<file path="src/rtl/verificador_pista_param.sv">
// verificador_pista_param: parametrised robot-track sequence checker.
// Takes one digit per rising edge of insere and compares it with an
// N_DIGITS-long track. It counts mismatches against an error budget and
// reports the result on two LEDs and a seven-segment display.
// Optional feature macro: PISTA_PROG_EN. When it is defined, the track can be
// loaded at run time while the checker is idle, using carrega=1.
`timescale 1ns/1ps

module verificador_pista_param #(
    parameter int N_DIGITS  = 6,
    parameter int DIGIT_W   = 4,
    parameter int MAX_ERROS = 3,
    parameter logic [N_DIGITS*DIGIT_W-1:0] PISTA = 24'h590060
) (
    input  logic                               clk,
    input  logic                               reset,
    input  logic [DIGIT_W-1:0]                 numero,
    input  logic                               insere,
    input  logic                               carrega,
    output logic                               ledErro,
    output logic                               ledSucesso,
    output logic [6:0]                         display,
    output logic [3:0]                         posicao,
    output logic [$clog2(MAX_ERROS+1)-1:0]     erros,
    output logic [2:0]                         estado
);

    localparam int EW = $clog2(MAX_ERROS+1);

    localparam logic [2:0] INICIAL         = 3'd0;
    localparam logic [2:0] VERIFICACAO     = 3'd1;
    localparam logic [2:0] SUCESSO_TOTAL   = 3'd2;
    localparam logic [2:0] SUCESSO_PARCIAL = 3'd3;
    localparam logic [2:0] FALHA           = 3'd4;

    localparam logic [3:0]    ULTIMA   = 4'(N_DIGITS - 1);
    localparam logic [EW-1:0] LIMITE   = EW'(MAX_ERROS);

    logic [2:0]         estado_q, estado_d;
    logic [3:0]         posicao_q, posicao_d;
    logic [EW-1:0]      erros_q, erros_d;
    logic               ledErro_q, ledErro_d;
    logic               insere_q;

    logic               evento;
    logic               avaliar;
    logic [EW-1:0]      errosMais;
    logic [DIGIT_W-1:0] digitoEsperado;
    logic [DIGIT_W-1:0] trackDigits [N_DIGITS];

    assign evento    = insere & ~insere_q;
    assign errosMais = erros_q + EW'(1);

`ifdef PISTA_PROG_EN
    logic [DIGIT_W-1:0] track_q [N_DIGITS];
    logic [DIGIT_W-1:0] track_d [N_DIGITS];
    logic [3:0]         ptr_q, ptr_d;

    // Programmable track storage and write pointer, reloaded from PISTA on reset.
    always_ff @(posedge clk or posedge reset) begin
        if (reset) begin
            for (int i = 0; i < N_DIGITS; i++) begin
                track_q[i] <= PISTA[(N_DIGITS-1-i)*DIGIT_W +: DIGIT_W];
            end
            ptr_q <= 4'd0;
        end else begin
            track_q <= track_d;
            ptr_q   <= ptr_d;
        end
    end

    // Track digits come from the register array when programming is enabled.
    always_comb begin
        trackDigits = track_q;
    end
`else
    logic unusedCarrega;
    assign unusedCarrega = carrega;

    // Without programming, digit i is the i-th field of PISTA, MSB first.
    always_comb begin
        for (int i = 0; i < N_DIGITS; i++) begin
            trackDigits[i] = PISTA[(N_DIGITS-1-i)*DIGIT_W +: DIGIT_W];
        end
    end
`endif

    // Select the digit expected at the current position.
    always_comb begin
        digitoEsperado = '0;
        for (int i = 0; i < N_DIGITS; i++) begin
            if (posicao_q == 4'(i)) begin
                digitoEsperado = trackDigits[i];
            end
        end
    end

    // Next-state logic: program, evaluate a digit, or ignore the event.
    always_comb begin
        estado_d  = estado_q;
        posicao_d = posicao_q;
        erros_d   = erros_q;
        ledErro_d = ledErro_q;
        avaliar   = 1'b0;
`ifdef PISTA_PROG_EN
        track_d   = track_q;
        ptr_d     = ptr_q;
`endif
        case (estado_q)
            INICIAL: begin
                if (evento) begin
`ifdef PISTA_PROG_EN
                    if (carrega) begin
                        for (int i = 0; i < N_DIGITS; i++) begin
                            if (ptr_q == 4'(i)) begin
                                track_d[i] = numero;
                            end
                        end
                        ptr_d = (ptr_q == ULTIMA) ? 4'd0 : ptr_q + 4'd1;
                    end else begin
                        avaliar = 1'b1;
                    end
`else
                    avaliar = 1'b1;
`endif
                end
            end
            VERIFICACAO: begin
                if (evento) begin
                    avaliar = 1'b1;
                end
            end
            default: begin
            end
        endcase

        if (avaliar) begin
            if (numero == digitoEsperado) begin
                posicao_d = posicao_q + 4'd1;
                ledErro_d = 1'b0;
                if (posicao_q == ULTIMA) begin
                    estado_d = (erros_q == '0) ? SUCESSO_TOTAL : SUCESSO_PARCIAL;
                end else begin
                    estado_d = VERIFICACAO;
                end
            end else begin
                erros_d   = errosMais;
                ledErro_d = 1'b1;
                estado_d  = (errosMais == LIMITE) ? FALHA : VERIFICACAO;
            end
        end
    end

    // Main state registers and the delayed copy of insere used for edge detection.
    always_ff @(posedge clk or posedge reset) begin
        if (reset) begin
            estado_q  <= INICIAL;
            posicao_q <= 4'd0;
            erros_q   <= '0;
            ledErro_q <= 1'b0;
            insere_q  <= 1'b0;
        end else begin
            estado_q  <= estado_d;
            posicao_q <= posicao_d;
            erros_q   <= erros_d;
            ledErro_q <= ledErro_d;
            insere_q  <= insere;
        end
    end

    // Seven-segment decode from registered state; segments are {g,f,e,d,c,b,a}.
    always_comb begin
        display = 7'b1000000;
        case (estado_q)
            VERIFICACAO: begin
                case (posicao_q)
                    4'd0:    display = 7'b0111111;
                    4'd1:    display = 7'b0000110;
                    4'd2:    display = 7'b1011011;
                    4'd3:    display = 7'b1001111;
                    4'd4:    display = 7'b1100110;
                    4'd5:    display = 7'b1101101;
                    4'd6:    display = 7'b1111101;
                    4'd7:    display = 7'b0000111;
                    4'd8:    display = 7'b1111111;
                    default: display = 7'b1000000;
                endcase
            end
            SUCESSO_TOTAL:   display = 7'b1101101;
            SUCESSO_PARCIAL: display = 7'b1110011;
            FALHA:           display = 7'b1110001;
            default:         display = 7'b1000000;
        endcase
    end

    assign ledErro    = ledErro_q;
    assign ledSucesso = (estado_q == SUCESSO_TOTAL) || (estado_q == SUCESSO_PARCIAL);
    assign posicao    = posicao_q;
    assign erros      = erros_q;
    assign estado     = estado_q;

endmodule

</file>
<file path="config.mk">
export PLATFORM = sky130hd
export DESIGN_NAME = verificador_pista_param
export DESIGN_NICKNAME = d
export VERILOG_FILES = /design/src/rtl/verificador_pista_param.sv
export SDC_FILE = /design/constraint.sdc
export NUM_CORES = 1
export LEC_CHECK = 0
export CAP_MARGIN = 20
export CORE_MARGIN = 2
export CORE_UTILIZATION = 49
export DETAILED_ROUTE_END_ITERATION = 6
export HOLD_SLACK_MARGIN = 0.1
export PLACE_DENSITY = 0.87
export SLEW_MARGIN = 20
export SYNTH_ARGS = -nofsm -noshare
export SYNTH_HDL_FRONTEND = slang
export SYNTH_SLANG_ARGS = --single-unit
</file>
<file path="constraint.sdc">
create_clock -name clk -period 4.5 [get_ports clk]
set_input_delay 0.9 -clock clk [delete_from_list [all_inputs] [get_ports clk]]
set_output_delay 0.9 -clock clk [all_outputs]
set_load 0.005 [all_outputs]
</file>
======== Word-level counts from Yosys, hierarchy flattened ========
Memories as Yosys holds them, arrays and structs flattened.
Index checks and enable logic that the tools add are counted.
word-level totals
  flip-flop bits (word level) ............. 11
  bits in latches ......................... 0
  bits in writable memories ............... 0
  memory bits (read-only) ................. 112
  input port bits ......................... 8
  logic and storage cells ................. 43
  memories ................................ 1
operators by class
  $add $sub $neg .......................... 2
  multiply operators ...................... 0
  div/mod/pow operators ................... 0
  order comparisons ....................... 0
  equality and inequality tests ........... 11
  shift operators ......................... 0
  multiplexer cells ....................... 14
  bitwise logic cells ..................... 3
  reductions and logical operators ........ 7
memory list
  name             depth  width  read ports  clocked after Yosys merged registers in  write ports  RTL line  source
  (no name shown)  16     7      1           0                                        0            176       case (posicao_q)
operator list
  cell                                                                    number
  7-bit case mux with 4 select lines                                      1
  4-bit two-way mux                                                       5
  3-bit two-way mux                                                       3
  4-bit by 2-bit equality test with 1-bit output (second input constant)  2
  4-bit by 3-bit equality test with 1-bit output (second input constant)  2
  3-bit by 2-bit equality test with 1-bit output (second input constant)  2
  4-bit by 1-bit adder with 4-bit output (second input constant)          1
  4-bit by 1-bit equality test with 1-bit output (second input constant)  1
  4-bit equality test                                                     1
  4-bit zero test                                                         1
  1-bit two-way mux                                                       4
  2-bit AND reduction                                                     2
  3-bit by 1-bit equality test with 1-bit output (second input constant)  1
  3-bit equality test (second input constant)                             1
  3-bit zero test                                                         1
  2-bit by 1-bit adder with 2-bit output (second input constant)          1
  2-bit equality test (second input constant)                             1
  2-bit zero test                                                         1
  2-bit two-way mux                                                       1
  1-bit inverter                                                          2
  2-bit OR reduction                                                      1
  1-bit AND                                                               1
  1-bit logical OR                                                        1

======== Logic depth before layout (Yosys ltp) ========
  depth in word-level cells ............... 10
  mapped depth ............................ 7
  depth with buffers taken out ............ 7

======== Worst setup path before layout ========
No wires, ideal clock.
  path type ............................... register to output
  start point ............................. register posicao_q[0], in the netlist posicao[0]
  end point ............................... output port display[2]
  arrival ................................. 1.261 ns
  data required time ...................... 3.600 ns
  setup slack ............................. 2.339 ns
  stages on the path, launching flop included .. 8
  path buffers ............................ 0
  path through ............................ dfrtp_1 -> inv_1 -> ha_1 -> nor2b_1 -> nand2_1 -> o21ai_0 -> a21oi_1 -> nor2_1
on the way
  longest elaborated chain between the ends .. 2
ends and longest elaborated chain
  what                                RTL line  source
  from (decl)                         40        logic [3:0] posicao_q, posicao_d;
  from (signal assigned)              164       posicao_q <= posicao_d;
  memory 16 x 7 bit                   -
  7-bit case mux with 4 select lines  174       case (estado_q)
  to (decl)                           22        output logic [6:0] display,
No other way between the ends.

======== Final worst setup path ========
Same ends and word-level chain as after synthesis.

==> flow_metrics.env <==
export IMPL_status="finished clean"
export IMPL_drc=0
export IMPL_p_leak_nw=0.461
export IMPL_crit_path_start_kind="register"
export IMPL_place_hpwl_um=1410
export IMPL_diodes=0
export IMPL_synth_main_ff_cell="dfrtp_1"
export IMPL_syn_area_um2=867
export IMPL_clock_latency_ns=0.27
export IMPL_grt_pass1_wl_um=2960
export IMPL_cp_num_buf_inv=2
export IMPL_die_x_um=46.1
export IMPL_fp_dieH_um=46.1
export IMPL_fin_crit_ns=3.14
export IMPL_combPwrFrac=0.607
export IMPL_ys_async_sr_fraction=1.00
export IMPL_core_area_um2=1690
export IMPL_cap_violations=0
export IMPL_synth_edf_count=0
export IMPL_clock_path_buffers=2
export IMPL_num_rows=15
export IMPL_layout_common_cells="24 x clkdlybuf4s50_1, 11 x nor2_1, 11 x dfrtp_1"
export IMPL_grt_max_degree=20
export IMPL_syn2layout_area_growth_pct=29.9
export IMPL_seq_power_share=0.296
export IMPL_postCtsHoldBufs=0
export IMPL_start_util=0.513
export IMPL_synth_fp_nets=114
export IMPL_tns_ns=0
export IMPL_rsz0062_at_grt="no"
export IMPL_clockPowerShare=0.097
export IMPL_drive_gt1_frac=0.0656
export IMPL_cts_tree="done"
export IMPL_clkSinkCount=11
export IMPL_final_common_cell="clkdlybuf4s50_1"
export IMPL_p_sw_mw=0.274
export IMPL_critical_path_class="register to primary output"
export IMPL_wirelength_um=1840
export IMPL_crit_required_ns=3.60
export IMPL_vias_per_cell=5.60
export IMPL_synth_top_cell_by_area="dfrtp_1"
export IMPL_total_power_mw=0.679
export IMPL_crit_path_max_fanout=7
export IMPL_grt_pass1_vias=713
export IMPL_ys_ff_latch=11
export IMPL_fin_worst_skew_ns=0.00259
export IMPL_post_cts_buffers=0
export IMPL_drt_first_pass_iters=4
export IMPL_ys_seq_area_frac=0.317
export IMPL_power_per_cell_area_nw_per_um2=603
export IMPL_port_buffers=24
export IMPL_tightest_slew_ns=0.531
export IMPL_crit_chain="inv_1 -> ha_1 -> nor2b_1 -> nand2_1 -> o21ai_0 -> a21oi_1 -> nor2_1 -> clkdlybuf4s50_1"
export IMPL_fin_nets=138
export IMPL_period_share=0.698
export IMPL_grt_use_total=0.196
export IMPL_setup_viol=0
export IMPL_postRouteAntennaNets=0
export IMPL_cp_slowest_stage_delay_ns=0.51
export IMPL_fmax_ghz=0.319
export IMPL_netlist_instances=99
export IMPL_endpoint_kind="primary output"
export IMPL_synth_top_area_share=0.317
export IMPL_cts_buffers=3
export IMPL_antenna_found_initial=0
export IMPL_avgSynthCellArea_um2=8.76
export IMPL_path_delay_family="buffers and inverters"
export IMPL_slew_headroom=0.646
export IMPL_ys_top_cells_by_area="dfrtp_1 32%, ha_1 10%, nor2b_1 5.1%"
export IMPL_overflow=0
export IMPL_vias=779
export IMPL_p_sw_frac=0.403
export IMPL_intPower_mw=0.406
export IMPL_clockRootBuffer="clkbuf_4"
export IMPL_drtIter0Drc=12
export IMPL_critPathArrivalTime_ns=2.24
export IMPL_hold_path_class="register to register"
export IMPL_finalHoldViolCount=0
export IMPL_crit_slowest_cell="clkdlybuf4s50_1"
export IMPL_die_area_um2=2120
export IMPL_drv_slew=0
export IMPL_ir_worst_vdd_mv=0.356
export IMPL_clk_pin_slew_worst_paths_ns=0.06
export IMPL_cts_resized=0
export IMPL_cts_htree_levels=1
export IMPL_ys_types=34
export IMPL_io_pin_count=26
export IMPL_place_gp_congestion=0.803
export IMPL_ys_warn_count=0
export IMPL_wire_per_inst_um=13.3
[cells by family (layout without fill, tap and decap cells)]
logic type | count (synthesis) | after routing | share of synthesized area
and+or+nand+nor | 42 | 42 | 0.271
AOI/OAI and AO/OA | 24 | 24 | 0.202
xor gates and xnor gates | 4 | 4 | 0.0404
muxes | 1 | 1 | 0.0130
DFF | 11 | 11 | 0.317
buffers and inverters | 10 | 33 | 0.0548
adders and majority gates | 7 | 7 | 0.101
[cells in the mapped netlist (2+ instances only)]
library cell	number
a21oi_1	5
dfrtp_1	11
ha_1	7
a22oi_1	2
buf_2	2
inv_1	5
nor3b_1	2
nand2_1	6
nor2_1	11
o21ai_0	7
xnor2_1	4
nor4_1	2
a211o_1	2
o211ai_1	2
nand2b_1	4
nor2b_1	7
and2_1	2
clkbuf_1	2
[flip-flops by register name (all words and copies together), names as in the netlist]
| register | flops |
|---|---|
| erros | 2 |
| insere_q | 1 |
| ledErro | 1 |
| estado | 3 |
| posicao | 4 |
[power groups by stage]
stage          Sequential (mW)  Clock (mW)  Combinational [mW]
3_5_place_dp             0.202           0               0.412
3_3_place_gp             0.198           0               0.398
2_1_floorplan            0.171           0               0.258
4_1_cts                  0.200      0.0683               0.414
5_1_grt                  0.209      0.0739               0.457
6_report                 0.201      0.0661               0.412
[worst register-to-register path, delay by kind of cell (launching register included)]
family / cells / cell delay (ns)
buffers and inverters: 1 / 0.13
DFF: 1 / 0.44
adders and majority gates: 1 / 0.27
xor gates and xnor gates: 1 / 0.17
and+or+nand+nor: 2 / 0.55
AOI/OAI and AO/OA: 2 / 0.66
[layout make-up]
class                   instances  area [um^2]
flip-flops and latches         11          275
repair buffers                 24          240
multi-input cells              78          544
clock buffers                   4         26.3
fillers                       134          563
well taps                      17         21.3
inverters                       5         18.8
[routing by layer]
metal  track usage  vias up  share of wire
li1              -      396              -
met1         0.237      363           0.47
met2         0.336       18           0.49
met3        0.0196        2          0.029
met4         0.109        0          0.010
met5             0        -              0
[path summary, 6_finish.rpt]
path | depth (start not counted) | slack, ns | start | endpoint
max in group asynchronous | 2 | 3.29 | reset | ledErro$_DFFE_PP0P_
min reg2reg | 2 | 0.51 | ledErro$_DFFE_PP0P_ | ledErro$_DFFE_PP0P_
min in group asynchronous | 2 | 0.92 | reset | estado[1]$_DFFE_PP0P_
max | 8 | 1.36 | posicao[0]$_DFFE_PP0P_ | display[2]
max reg2reg | 7 | 2.15 | posicao[0]$_DFFE_PP0P_ | posicao[3]$_DFFE_PP0P_
min | 2 | 0.51 | ledErro$_DFFE_PP0P_ | ledErro$_DFFE_PP0P_
[through the flow]
| step | std cells | hold slack (ns) | util | instance area [um^2] | setup slack, ns |
|---|---|---|---|---|---|
| after floorplan | 99 | 0.491 | - | 867 | 2.34 |
| after global placement | 135 | 0.495 | 0.651 | 1100 | 1.72 |
| after detailed placement | 135 | 0.496 | 0.651 | 1100 | 1.63 |
| after CTS | 139 | 0.516 | 0.667 | 1130 | 1.33 |
| after global routing | 139 | 0.570 | 0.667 | 1130 | 1.22 |
| final | 139 | 0.510 | 0.667 | 1130 | 1.36 |
No activity file was read; power rests on OpenSTA's default activity.
